**config.mk**
```make
export PLATFORM = sky130hd
export DESIGN_NAME = bus_term
export DESIGN_NICKNAME = d
export VERILOG_FILES = /design/src/rtl/pg68k_bus_pkg.sv /design/src/rtl/bus_watchdog.sv /design/src/rtl/bus_term.sv
export SDC_FILE = /design/constraint.sdc
export NUM_CORES = 1
export LEC_CHECK = 0
export ABC_AREA = 1
export BUFFER_PORTS_ARGS = -buffer_cell sky130_fd_sc_hd__buf_2
export CAP_MARGIN = 20
export CORE_AREA = 2 2 55 57
export CTS_BUF_LIST = sky130_fd_sc_hd__clkbuf_4 sky130_fd_sc_hd__clkbuf_8
export CTS_CLUSTER_DIAMETER = 40
export DETAILED_ROUTE_END_ITERATION = 7
export DIE_AREA = 0 0 57 59
export PLACE_DENSITY = 0.67
export SLEW_MARGIN = 20
export SYNTH_ARGS = -nofsm -noshare
export SYNTH_HDL_FRONTEND = slang
export SYNTH_HIERARCHICAL = 1
export SYNTH_SLANG_ARGS = --single-unit
```
**constraint.sdc**
```tcl
create_clock -name CPU_CLK -period 1.75 [get_ports CPU_CLK]
set_input_delay 0.525 -clock CPU_CLK [delete_from_list [all_inputs] [get_ports CPU_CLK]]
set_output_delay 0.525 -clock CPU_CLK [all_outputs]
set_load 0.01 [all_outputs]
```
**src/rtl/pg68k_bus_pkg.sv**
```systemverilog
// pg68k_bus_pkg: shared 68030 bus encodings for DSACK port sizes and terminator states
package pg68k_bus_pkg;
  localparam logic [1:0] PORT_NONE = 2'b00;
  localparam logic [1:0] PORT_1 = 2'b01;
  localparam logic [1:0] PORT_2 = 2'b10;
  localparam logic [1:0] PORT_4 = 2'b11;
  typedef enum logic [1:0] {BT_IDLE, BT_WAIT, BT_ACK} bt_state_t;
endpackage

```
**src/rtl/bus_watchdog.sv**
```systemverilog
// bus_watchdog: raises BERR after BERR_CYCLES consecutive edges with /AS low
module bus_watchdog #(
  parameter int BERR_CYCLES = 64
) (
  input  logic CPU_CLK,
  input  logic RESET,
  input  logic nAS,
  output logic BERR
);
  localparam int WD_W = $clog2(BERR_CYCLES);
  localparam logic [WD_W-1:0] WD_MAX = WD_W'(BERR_CYCLES - 1);
  logic [WD_W-1:0] wd;
  always_ff @(posedge CPU_CLK) begin
    if (RESET || nAS) begin
      wd <= '0;
      BERR <= 1'b0;
    end else begin
      wd <= (wd == WD_MAX) ? wd : wd + WD_W'(1);
      BERR <= (wd == WD_MAX);
    end
  end
endmodule

```
**src/rtl/bus_term.sv**
```systemverilog
// bus_term: DSACK generator for non-native chip-select channels plus bus-error watchdog
module bus_term
  import pg68k_bus_pkg::*;
#(
  parameter int NCHAN = 4,
  parameter int WS_W = 4,
  parameter logic [NCHAN*WS_W-1:0] WAITS = {NCHAN{4'd1}},
  parameter logic [NCHAN*2-1:0] PORTSZ = {NCHAN{2'b10}},
  parameter int BERR_CYCLES = 64
) (
  input  logic             CPU_CLK,
  input  logic             RESET,
  input  logic             nAS,
  input  logic             nDS,
  input  logic [NCHAN-1:0] nSEL,
  input  logic [NCHAN-1:0] nWAIT,
  output logic [1:0]       DSACK,
  output logic             BERR,
  output logic             BUSY,
  output logic [2:0]       ACT_CH
);
  bt_state_t state, state_n;
  logic [WS_W-1:0] cnt, cnt_n, sel_ws;
  logic [2:0] ch, ch_n, sel_idx;
  logic [1:0] dsack_r, dsack_n, cur_ps;
  logic hit, cur_rdy;
  // descending scan so the lowest enabled index is the last one written
  always_comb begin
    hit = 1'b0;
    sel_idx = '0;
    sel_ws = '0;
    cur_ps = PORT_NONE;
    cur_rdy = 1'b1;
    for (int i = NCHAN - 1; i >= 0; i--) begin
      if (!nSEL[i] && PORTSZ[2*i +: 2] != PORT_NONE) begin
        hit = 1'b1;
        sel_idx = 3'(i);
        sel_ws = WAITS[WS_W*i +: WS_W];
      end
      if (ch == 3'(i)) begin
        cur_ps = PORTSZ[2*i +: 2];
        cur_rdy = nWAIT[i];
      end
    end
  end
  always_comb begin
    state_n = state;
    cnt_n = cnt;
    ch_n = ch;
    dsack_n = dsack_r;
    case (state)
      BT_IDLE: if (!nAS && hit) begin
        state_n = BT_WAIT;
        ch_n = sel_idx;
        cnt_n = sel_ws;
      end
      BT_WAIT: if (nAS) begin
        state_n = BT_IDLE;
        ch_n = '0;
      end else if (cnt != '0) begin
        cnt_n = cnt - WS_W'(1);
      end else if (cur_rdy) begin
        dsack_n = cur_ps;
        state_n = BT_ACK;
      end
      BT_ACK: if (nAS && nDS) begin
        dsack_n = PORT_NONE;
        state_n = BT_IDLE;
        ch_n = '0;
      end
      default: state_n = BT_IDLE;
    endcase
  end
  always_ff @(posedge CPU_CLK) begin
    if (RESET) begin
      state <= BT_IDLE;
      cnt <= '0;
      ch <= '0;
      dsack_r <= PORT_NONE;
    end else begin
      state <= state_n;
      cnt <= cnt_n;
      ch <= ch_n;
      dsack_r <= dsack_n;
    end
  end
  assign DSACK = dsack_r & {2{~nDS}};
  assign BUSY = (state != BT_IDLE);
  assign ACT_CH = ch;
  bus_watchdog #(.BERR_CYCLES(BERR_CYCLES)) u_wd (
    .CPU_CLK(CPU_CLK),
    .RESET(RESET),
    .nAS(nAS),
    .BERR(BERR)
  );
endmodule

```
==> impl_metrics.py <==
metrics = {
    "layout": {
        "layout-drive-gt1-share": 0.224,
        "nFillCells": 285,
        "multiInputGateArea_sq_um": 603,
        "regArea_sq_um": 323,
        "final_nets": 193,
        "layout_common_cells": "nand2_1, nor2_1, inv_1",
        "layout_commonest_cell": "nand2_1",
        "n_antenna_cell": 0,
        "final_cells": 205,
        "area_growth_pct": 14.6,
    },
    "sta": {
        "fmax_mhz": 610,
        "final.setup.tns_ns": 0,
        "fin_ws_ns": 0.111,
        "min_period_over_period": 0.936,
        "fin_hold_ws_ns": 0.466,
        "hold_viol_final": 0,
        "clock_skew_ns": 0.00793,
        "setup_viol": 0,
        "drv_slew": 0,
        "grt_setup_unrepaired": "no",
        "period_needed_ns": 1.64,
    },
    "cts": {
        "htree_levels": 1,
        "clkTransAtPathRegs_ns": 0.09,
        "clockRootBuffer": "clkbuf_4",
        "cts.sinks": 16,
        "cts_buffer_depth": 2,
        "cts_hold_buf": 0,
        "numCtsBuffers": 3,
        "clock_latency_ns": 0.28,
        "cts_tree": "built",
    },
    "critical_path": {
        "cp-end-kind": "primary output",
        "regToRegSetupSlack_ns": 0.37,
        "cp_max_fo": 4,
        "crit_type": "reg2out",
        "arrival_ns": 1.11,
        "required_ns": 1.22,
        "critPathLaunchType": "flop",
    },
    "global_route": {
        "grt_remaining_overflow": 0,
        "grtUsageMet3": 0.0480,
        "grt_pass1_wl_um": 3610,
        "busiest_layer": "met2",
        "grt_pass1_vias": 873,
        "gr-usage-all-layers": 0.138,
        "met1_usage": 0.171,
        "grt.met2_usage": 0.228,
        "antenna_found_initial": 0,
        "grt_max_degree": 10,
    },
    "drt": {
        "vias": 983,
        "ant_nets": 0,
        "drc_errors": 0,
        "dr.pass1.iters": 6,
        "drt_iter0_drc": 42,
        "drt_wl_total_um": 2030,
        "wl_per_cell_um": 9.91,
        "drt-vias-per-instance": 4.80,
    },
    "power": {
        "seqPwrFrac": 0.300,
        "p_switching_uw": 752,
        "pwr-share-comb": 0.555,
        "clkPwrFrac": 0.145,
        "cellPowerDensity_nw_per_um2": 1430,
        "peakVddDrop_uv": 672,
        "intPower_uw": 921,
        "p_leak_uw": 0.000558,
        "p_sw_frac": 0.450,
    },
    "min_path": {
        "hp-class": "reg2reg",
    },
    "placed_design": {
        "hpwlAfterDp_um": 1620,
        "dp_cells": 201,
        "pre_cts_ws_ns": 0.290,
        "place_congestion": 0.867,
        "port_buffers": 16,
    },
    "outcome": {
        "status": "completed",
    },
    "flow_run": {
        "cap_violations": 0,
    },
    "logic_synthesis": {
        "synth_warnings": 6,
        "syn_area_per_cell_sq_um": 6.60,
        "synth_cells": 155,
        "synth_cell_types": 25,
        "yosysSeqAreaShare": 0.313,
        "synthesis.area_sq_um": 1020,
        "ys_ff_latch": 16,
    },
    "die": {
        "die_w_um": 57,
        "row_count": 19,
        "start_util": 0.377,
        "io_pins": 19,
        "core_region_area_sq_um": 2710,
        "die_area_sq_um": 3360,
        "die_y_um": 59,
    },
}
==> final cells by class <==
cell class / instances / area share
multi-input combinational: 114 / 0.515
sequential: 16 / 0.276
tap: 31 / 0.0331
timing repair buffer: 16 / 0.0684
inverter: 24 / 0.0769
clock buffer: 4 / 0.0310
==> cell usage after synthesis, drive strengths merged <==
library cell,instances,share of area
nand4,2,0.012
inv,23,0.084
dfxtp,16,0.31
nand3,14,0.088
o21bai,1,0.018
xnor2,1,0.0086
a21oi,9,0.048
a211oi,1,0.0073
ha,6,0.073
nor3b,1,0.0073
clkinv,1,0.0037
buf,2,0.015
conb,1,0.0037
nand2,44,0.17
o21ai,5,0.024
o211ai,1,0.0073
nor3,2,0.0098
nor2,25,0.10
==> path summary, 6_finish.rpt <==
check,endpoint,depth (start not counted),start
max,BUSY,4,state[1]
min,dsack_r[1],2,dsack_r[1]
max reg2reg,state[0],8,cnt[0]
min reg2reg,dsack_r[1],2,dsack_r[1]
==> kinds of logic (layout without fill, tap and decap cells) <==
kind of cell	count (synthesis)	after routing	share of synthesized area
other	1	2	0.00367
flip-flops	16	16	0.313
AO/OA/AOI/OAI	17	17	0.105
adder cells (fa/ha/maj)	6	6	0.0734
XOR/XNOR	1	1	0.00857
AND/OR/NAND/NOR	88	88	0.393
buffers and inverters	26	44	0.103
==> registers in the layout, summed over array words and instances, names as in the netlist <==
signal / count
ACT_CH: 2
cnt: 4
dsack_r: 1
state: 2
u_wd/BERR: 1
u_wd/wd: 6
==> through the flow <==
step / power (uW) / area [sq um] / util
after floorplan: 1220 / 1030 / -
after global placement: 1400 / 1130 / 0.417
after detailed placement: 1420 / 1130 / 0.417
after CTS: 1680 / 1170 / 0.430
after global routing: 1880 / 1170 / 0.432
final: 1670 / 1170 / 0.432
==> what timing repair did <==
item | CTS | global route
resized for setup | 1 | 3
setup buffers | 0 | 0
cloned | 0 | 0
setup endpoints to repair | 1 | 1
pin swaps | 0 | 0
==> power by group through the flow <==
stage | logic [uW] | clock network [uW] | registers [uW]
global placement | 899 | 0 | 501
global route | 1080 | 284 | 513
floorplan | 720 | 0 | 500
finish | 929 | 243 | 502
CTS | 923 | 259 | 497
detailed placement | 915 | 0 | 506
==> critical path, stage by stage, from the launching register on <==
cell     delay, ns
dfxtp_2       0.34
inv_1         0.07
ha_2          0.22
inv_2         0.07
buf_2         0.14
==> routing by layer <==
layer	part of all wire	routed length (um)
met1	0.47	957
met2	0.47	964
met3	0.043	87
met4	0.011	23
met5	0	0
(Power assumes the default switching activity.)
